File: config.mk
export PLATFORM = sky130hd
export DESIGN_NAME = instr_fetch
export DESIGN_NICKNAME = d
export VERILOG_FILES = /design/src/rtl/fetch_pkg.sv /design/src/rtl/instr_fetch.sv
export SDC_FILE = /design/constraint.sdc
export NUM_CORES = 1
export LEC_CHECK = 0
export ABC_AREA = 1
export CORE_UTILIZATION = 64
export DETAILED_ROUTE_END_ITERATION = 10
export DONT_BUFFER_PORTS = 1
export PLACE_DENSITY = 0.8
export SETUP_SLACK_MARGIN = 0.05
export SLEW_MARGIN = 10
export SYNTH_ARGS = -nofsm -noshare
export SYNTH_HDL_FRONTEND = slang
export SYNTH_SLANG_ARGS = --single-unit
File: constraint.sdc
create_clock -name clk -period 2.3 [get_ports clk]
set_clock_uncertainty 0.15 [all_clocks]
set_input_delay 0.115 -clock clk [delete_from_list [all_inputs] [get_ports clk]]
set_output_delay 0.115 -clock clk [all_outputs]
set_load 0.005 [all_outputs]
File: src/rtl/fetch_pkg.sv
// Shared fetch-unit definitions: widths, reset PC default and FSM states.
package fetch_pkg;

  localparam int XLEN = 32;
  localparam int ILEN = 16;

  localparam logic [XLEN-1:0] RESET_PC_DEF = 32'h0000_0000;
  localparam logic [XLEN-1:0] WORD_MASK    = 32'hFFFF_FFFC;
  localparam logic [XLEN-1:0] HALF_MASK    = 32'hFFFF_FFFE;

  typedef enum logic [1:0] {
    FETCH   = 2'd0,
    EMIT    = 2'd1,
    DISCARD = 2'd2
  } fetch_state_e;

endpackage

File: src/rtl/instr_fetch.sv
// Thumb instruction fetch: one 32-bit word per request, split into two
// 16-bit halfwords for Decode, with redirect and in-flight discard.
module instr_fetch
  import fetch_pkg::*;
#(
  parameter logic [XLEN-1:0] RESET_PC = RESET_PC_DEF
) (
  input  logic            clk,
  input  logic            rst_n,
  output logic            mem_req,
  output logic [XLEN-1:0] mem_addr,
  input  logic            mem_ack,
  input  logic [XLEN-1:0] mem_rdata,
  output logic [ILEN-1:0] instruction,
  output logic [XLEN-1:0] instr_pc,
  output logic            instr_valid,
  input  logic            instr_ready,
  input  logic            redirect,
  input  logic [XLEN-1:0] redirect_pc
);

  fetch_state_e    state_q;
  logic [XLEN-1:0] pc_q;
  logic [XLEN-1:0] addr_q;
  logic            req_q;
  logic            valid_q;
  logic [ILEN-1:0] instr_q;
  logic [XLEN-1:0] ipc_q;
  logic [ILEN-1:0] hi_q;

  logic            ack;
  logic [XLEN-1:0] rpc;
  logic [XLEN-1:0] seq_addr;
  logic [XLEN-1:0] tgt_pc;

  // An ack only counts while a request is actually on the bus.
  assign ack      = mem_ack & req_q;
  assign rpc      = redirect_pc & HALF_MASK;
  assign seq_addr = addr_q + 32'd4;
  assign tgt_pc   = redirect ? rpc : pc_q;

  always_ff @(posedge clk or negedge rst_n) begin
    if (!rst_n) begin
      state_q <= FETCH;
      pc_q    <= RESET_PC;
      addr_q  <= RESET_PC & WORD_MASK;
      req_q   <= 1'b0;
      valid_q <= 1'b0;
      instr_q <= '0;
      ipc_q   <= '0;
      hi_q    <= '0;
    end else begin
      unique case (state_q)
        FETCH: begin
          req_q <= 1'b1;
          if (redirect) begin
            pc_q <= rpc;
            if (ack || !req_q) begin
              addr_q <= rpc & WORD_MASK;
            end else begin
              state_q <= DISCARD;
            end
          end else if (ack) begin
            state_q <= EMIT;
            req_q   <= 1'b0;
            valid_q <= 1'b1;
            hi_q    <= mem_rdata[31:16];
            ipc_q   <= pc_q;
            instr_q <= pc_q[1] ? mem_rdata[31:16]
                               : mem_rdata[15:0];
          end
        end
        EMIT: begin
          if (redirect) begin
            state_q <= FETCH;
            valid_q <= 1'b0;
            req_q   <= 1'b1;
            pc_q    <= rpc;
            addr_q  <= rpc & WORD_MASK;
          end else if (instr_ready) begin
            if (!ipc_q[1]) begin
              instr_q <= hi_q;
              ipc_q   <= ipc_q + 32'd2;
            end else begin
              state_q <= FETCH;
              valid_q <= 1'b0;
              req_q   <= 1'b1;
              pc_q    <= seq_addr;
              addr_q  <= seq_addr;
            end
          end
        end
        DISCARD: begin
          // Bus stays on the stale address until its ack drains.
          if (redirect) begin
            pc_q <= rpc;
          end
          if (ack) begin
            state_q <= FETCH;
            pc_q    <= tgt_pc;
            addr_q  <= tgt_pc & WORD_MASK;
          end
        end
        default: begin
          state_q <= FETCH;
        end
      endcase
    end
  end

  assign mem_req     = req_q;
  assign mem_addr    = addr_q;
  assign instr_valid = valid_q;
  assign instruction = instr_q;
  assign instr_pc    = ipc_q;

endmodule

; Word level (Yosys, flattened, before mapping)
; Index checks and enable logic that the tools add are counted.
[classes]
muxes = 43
add_sub_neg = 2
n_shift = 0
order_cmp = 0
n_reduce_logical = 16
n_mul = 0
n_div = 0
n_eq_ne = 15
bitwise_logic = 2
[op_table]
columns = op, n
row1 = $mux W32, 13
row2 = $pmux W32 S2, 2
row3 = $mux W16, 6
row4 = $pmux W32 S3, 1
row5 = $add A32 B2 Y32 const B, 1
row6 = $add A32 B3 Y32 const B, 1
row7 = $pmux W16 S2, 1
row8 = $ne A2 B2 Y1 const B, 8
row9 = $reduce_and A5 Y1, 3
row10 = $mux W2, 7
row11 = $ne A3 B3 Y1 const B, 4
row12 = $reduce_and A6 Y1, 2
row13 = $mux W1, 10
row14 = $reduce_and A3 Y1, 3
row15 = $pmux W2 S3, 1
row16 = $pmux W1 S2, 2
row17 = $reduce_and A4 Y1, 1
row18 = $reduce_bool A2 Y1, 2
row19 = $reduce_bool A3 Y1, 1
row20 = $eq A2 B1 Y1 const B, 1
row21 = $eq A2 B2 Y1 const B, 1
row22 = $logic_not A2 Y1, 1
row23 = $ne A2 B1 Y1 const B, 1
row24 = $reduce_or A2 Y1, 1
row25 = other kinds (4), 4
[totals]
register_bits = 132
latch_bits = 0
ramBits = 0
memories = 0
rom_bits = 0
word_cells = 88
in_bits = 69

; Logic depth before layout (Yosys ltp)
[logic_depth]
word_depth = 5
ltp_mapped = 14
depth_no_buf = 14

; Least setup slack after synthesis
; No wires, ideal clock.
[synth_timing]
path_kind = flip-flop to flip-flop
from = register state_q[1]
to = register ipc_q[21], in the netlist instr_pc[21]
path_slack_ns = 0.369
arrival_ns = 1.648
stages_incl_launch_ff = 12
path_buffers = 2
synth_period_minus_slack_ns = 1.931
path_cell_list = dfrtp_1 > inv_1 > ha_1 > inv_2 > nand2_1 > nand3_1 > a21oi_2 > inv_2 > buf_6 > buf_6 > a22oi_2 > o31ai_1
[synth_between]
elab_chain_cells = 3
elab_cells_between_ends = 10
classes_between = 6 x eq/ne / 1 x mux / 3 x reduce/logical
[synth_lines]
columns = element, line
row1 = start: declaration, instr_fetch.sv:22  ; fetch_state_e state_q;
row2 = start signal: assignment, instr_fetch.sv:44  ; state_q <= FETCH;
row3 = start signal: assignment, instr_fetch.sv:61  ; state_q <= DISCARD;
row4 = start signal: assignment, instr_fetch.sv:64  ; state_q <= EMIT;
row5 = $eq A2 B1 Y1 / $logic_not A2 Y1 (equally long branches), instr_fetch.sv:53  ; unique case (state_q)
row6 = $ne A2 B2 Y1 (no line) / $reduce_bool A2 Y1 (equally long branches), --
row7 = $reduce_and A6 Y1 (no line), --
row8 = end signal: assignment, instr_fetch.sv:68  ; ipc_q <= pc_q;
row9 = end signal: assignment, instr_fetch.sv:83  ; ipc_q <= ipc_q + 32'd2;
row10 = end: declaration, instr_fetch.sv:28  ; logic [XLEN-1:0] ipc_q;
; Several ways; a longest one is shown, not always the timed one.
; A chain may end at the register's enable or synchronous reset.

; Worst setup path after layout
[layout_timing]
from = register state_q[0]
to = register addr_q[29], in the netlist mem_addr[29]
[layout_between]
elab_chain_cells = 3
elab_cells_between_ends = 11
classes_between = 7 x eq/ne / 1 x mux / 3 x reduce/logical
[layout_lines]
columns = element, line
row1 = "$eq A2 B1 Y1, or another cell as far along", instr_fetch.sv:53
row2 = "$ne A3 B3 Y1 (no line), or another cell as far along", --
row3 = $reduce_and A6 Y1 (no line), --
row4 = end signal: assignment, instr_fetch.sv:46  ; addr_q <= RESET_PC & WORD_MASK;
row5 = end signal: assignment, instr_fetch.sv:59  ; addr_q <= rpc & WORD_MASK;
row6 = end signal: assignment, instr_fetch.sv:79  ; addr_q <= rpc & WORD_MASK;
row7 = end: declaration, instr_fetch.sv:24  ; logic [XLEN-1:0] addr_q;
; Several ways; a longest one is shown, not always the timed one.

==> impl_results.md <==
* Port bufs at 0
* Detailed placement HPWL at 15400 um
* DR iter-0 viols at 834
* Top Family by Delay on Critical Path: buffers and inverters
* Initial antenna violation count at 0
* Status: finished, violations left
* Worst r2r src: state_q[0]
* Die Wd at roughly 110 um
* GRT overflow at 0
* Yosys reg bits at 130
* Post-synth cell types at 41
* Skew-Pair Late Insertion Delay at 0.43 ns
* H-tree levels at 4
* Share of layout cells above drive strength 1 at 0.0788
* Min-delay worst type: in -> async
* Worst Setup End Kind: flop
* Area leader, netlist: dfrtp_1
* Fin area at 9300 um^2
* Core area at 11700 um^2
* Clk Tree Root Cell: clkbuf_16
* Clk pwr share at 0.197
* Crit path max fanout at 18
* Routed WL at 25200 um
* GRT met3 Usage at 0.0913
* Vias in the first global route at 7731
* Asr flop ratio synth at 1.00
* Critical Path RT at 2.47 ns
* First-pass GRT wire length at 39800 um
* Relative slew slack at 0.640
* Die Span Y at 113 um
* Clock Sinks at 130
* Fmax at 460 MHz
* Combinational share of power at 0.468
* Met1 usage at 0.503
* Register-to-register setup slack at 0.12 ns
* Worst path cell trace: inv_1, ha_2, inv_1, o211ai_1, buf_4, nor2_8, inv_2, buf_12, nor2_1, nand2_1, nand2_1
* Die area at 12700 um^2
* Max Cap Viol at 0
* Worst-Margin Slew at ~0.53 ns
* Top cells by area, synth: dfrtp_1 42%, nand2_1 19%, o21ai_0 8.0%, nor2_1 5.1%, inv_1 4.5%
* Row count at 39
* Yosys top cell area share at 0.416
* P_int at 7.60 mW
* Reg2Reg Depth at 11
* Total power at 14.2 mW
* R2r endpoint: mem_addr[29]
* Nature of the critical path startpoint: flop
* Final setup fails at 0
* Syn-to-layout area delta at 19.0%
* Final min period at 2.18 ns
* Gr usage total at 0.409
* RSZ-0062 raised after global routing: true
* CP bufs+invs at 5
* Initial Utilization at 0.670
* Nets at around 1300
* Post-layout util at 0.797
* Peak supply drop at 0.863 mV
* Leakage power figure at 4.46 nW
* Synth Area per Inst at 6.87 um^2
* Mapped cell area at 7810 um^2
* Final routed DRC violation total at 0
* Worst hold slack at -0.767 ns
* Synth Flop Type: dfrtp_1
* Clk pin slew, worst setup/hold paths at 0.06 ns
* Power Dens Cells at 1530 nW/um^2
* Count leader, synth: nand2_1
* Crit share post-route at 0.946
* Via count at 8247
* Largest net degree at the start of global routing at 131
* Psw at 6.61 mW
* Share of power burned in registers at 0.335
* Via density at 6.11
* Final ANT Viol Nets at 0
* Number of synthesized flops with an enable pin at 0
* Crit-path slowest cell: dfrtp_1
* GR peak layer: met2
* Synth warnings at 0
* Clock tree buffer depth at 2
* Final Max Slew Viols at 0
* Worst EP arrival at 2.34 ns
* Routability cong. at 0.909
* TNS Setup at 0 ns
* DR WL/cell at 18.7 um
* TritonCTS clock tree: built
* Post-Synthesis Cells at between 1000 and 1500
* I/O pins at 151
* Met2 usage at 0.684
* Final Hold Fails at 130
* DRT Pass-1 Iters at 6
* Sequential share of the synthesized area at 0.416
* Sw frac at 0.465
* Failing checks: hold timing
* Area after DPL at 7960 um^2
* Critical setup path kind: reg -> reg
* Commonest cells in the netlist: 389 x nand2_1, 130 x dfrtp_1, 125 x o21ai_0
* Hold-fix buffers, CTS at 67
* Peak per-stage delay on the critical path at 0.45 ns
* CTS Buf Count at 17
[timing repair]
action,4_1_cts,5_1_grt
setup buffers,0,2
setup endpoints to repair,0,79
hold endpoints to repair,230,130
resized for setup,0,16
[state kept, by name, indices dropped and copies added (netlist names)]
signal,cells
instr_pc,32
pc_q,32
mem_addr,30
hi_q,16
instruction,16
state_q,2
instr_valid,1
mem_req,1
[metrics by stage]
stage	instances	setup slack [ns]
after detailed placement	1249	0.117
after global routing	1349	0.00341
after floorplan	1138	0.369
after global placement	1249	0.207
final	1350	0.125
after CTS	1347	0.0669
[worst reg2reg max path: stages (launching register included)]
cell	delay [ns]
dfrtp_1	0.45
inv_1	0.13
ha_2	0.25
inv_1	0.09
o211ai_1	0.21
buf_4	0.18
nor2_8	0.04
inv_2	0.18
buf_12	0.19
nor2_1	0.05
nand2_1	0.10
nand2_1	0.06
[cells in the final DEF (no fill, tap or decap), types with 2 or more instances in the layout]
cell type,count
nand2_1,389
dfrtp_1,129
o21ai_0,124
nor2_1,103
inv_1,93
a21oi_1,69
dlygate4sd3_1,65
nand3_1,34
buf_4,27
o211ai_1,19
o21ai_1,19
clkbuf_16,17
a22oi_1,14
o22ai_1,13
nor2_2,9
nand4_1,6
nand2_2,5
inv_2,5
a22oi_2,5
o31ai_1,5
clkinv_2,5
o21bai_1,4
bufinv_16,4
xor2_1,3
ha_2,3
clkbuf_1,3
buf_12,3
nor2_4,2
and2_1,2
a21boi_0,2
nor4_1,2
inv_4,2
nor3_1,2
ha_1,2
conb_1,2
clkinv_4,2
[how the worst max path moves through the flow]
stage / start / to / slack [ns] / depth (start not counted)
finish: state_q[0] / mem_addr[29] / 0.12 / 11
global route: state_q[0] / mem_addr[13] / 0.003 / 11
CTS: state_q[1] / mem_addr[8] / 0.07 / 10
detailed placement: state_q[1] / instruction[15] / 0.12 / 9
global placement: state_q[1] / instruction[0] / 0.21 / 9
floorplan: state_q[1] / instr_pc[21] / 0.37 / 11
[area by class of cell]
type                    instances  area [um^2]
clock buffers                  20          437
fillers                       823         2360
diodes                          1         2.50
clock inverters                11          163
inverters                     101          384
flip-flops and latches        130         3250
repair buffers                 98          965
multi-input cells             846         3910
well taps                     143          179
[cell families after synthesis]
kind of cell,after synthesis,share of synthesized area
adders and majority gates,5,0.00801
buffers and inverters,162,0.0860
DFF,130,0.416
AOI/OAI and AO/OA,278,0.200
xor gates and xnor gates,3,0.00336
other,1,0.000480
and+or+nand+nor,558,0.285
[routing by layer]
| layer | up-vias | part of all wire |
|---|---|---|
| met1 | 3802 | 0.38 |
| met4 | 0 | 0.045 |
| met3 | 98 | 0.098 |
| li1 | 3816 | - |
| met5 | - | 0 |
| met2 | 531 | 0.48 |
[power groups by stage]
stage | Combinational, mW | Sequential [mW] | Clock, mW
global placement | 5.95 | 4.72 | 0
detailed placement | 6.11 | 4.73 | 0
finish | 6.65 | 4.76 | 2.80
global route | 7.39 | 4.86 | 2.89
floorplan | 4.70 | 4.28 | 0
CTS | 6.28 | 4.72 | 2.79
Power figures use the tool's default switching activity.
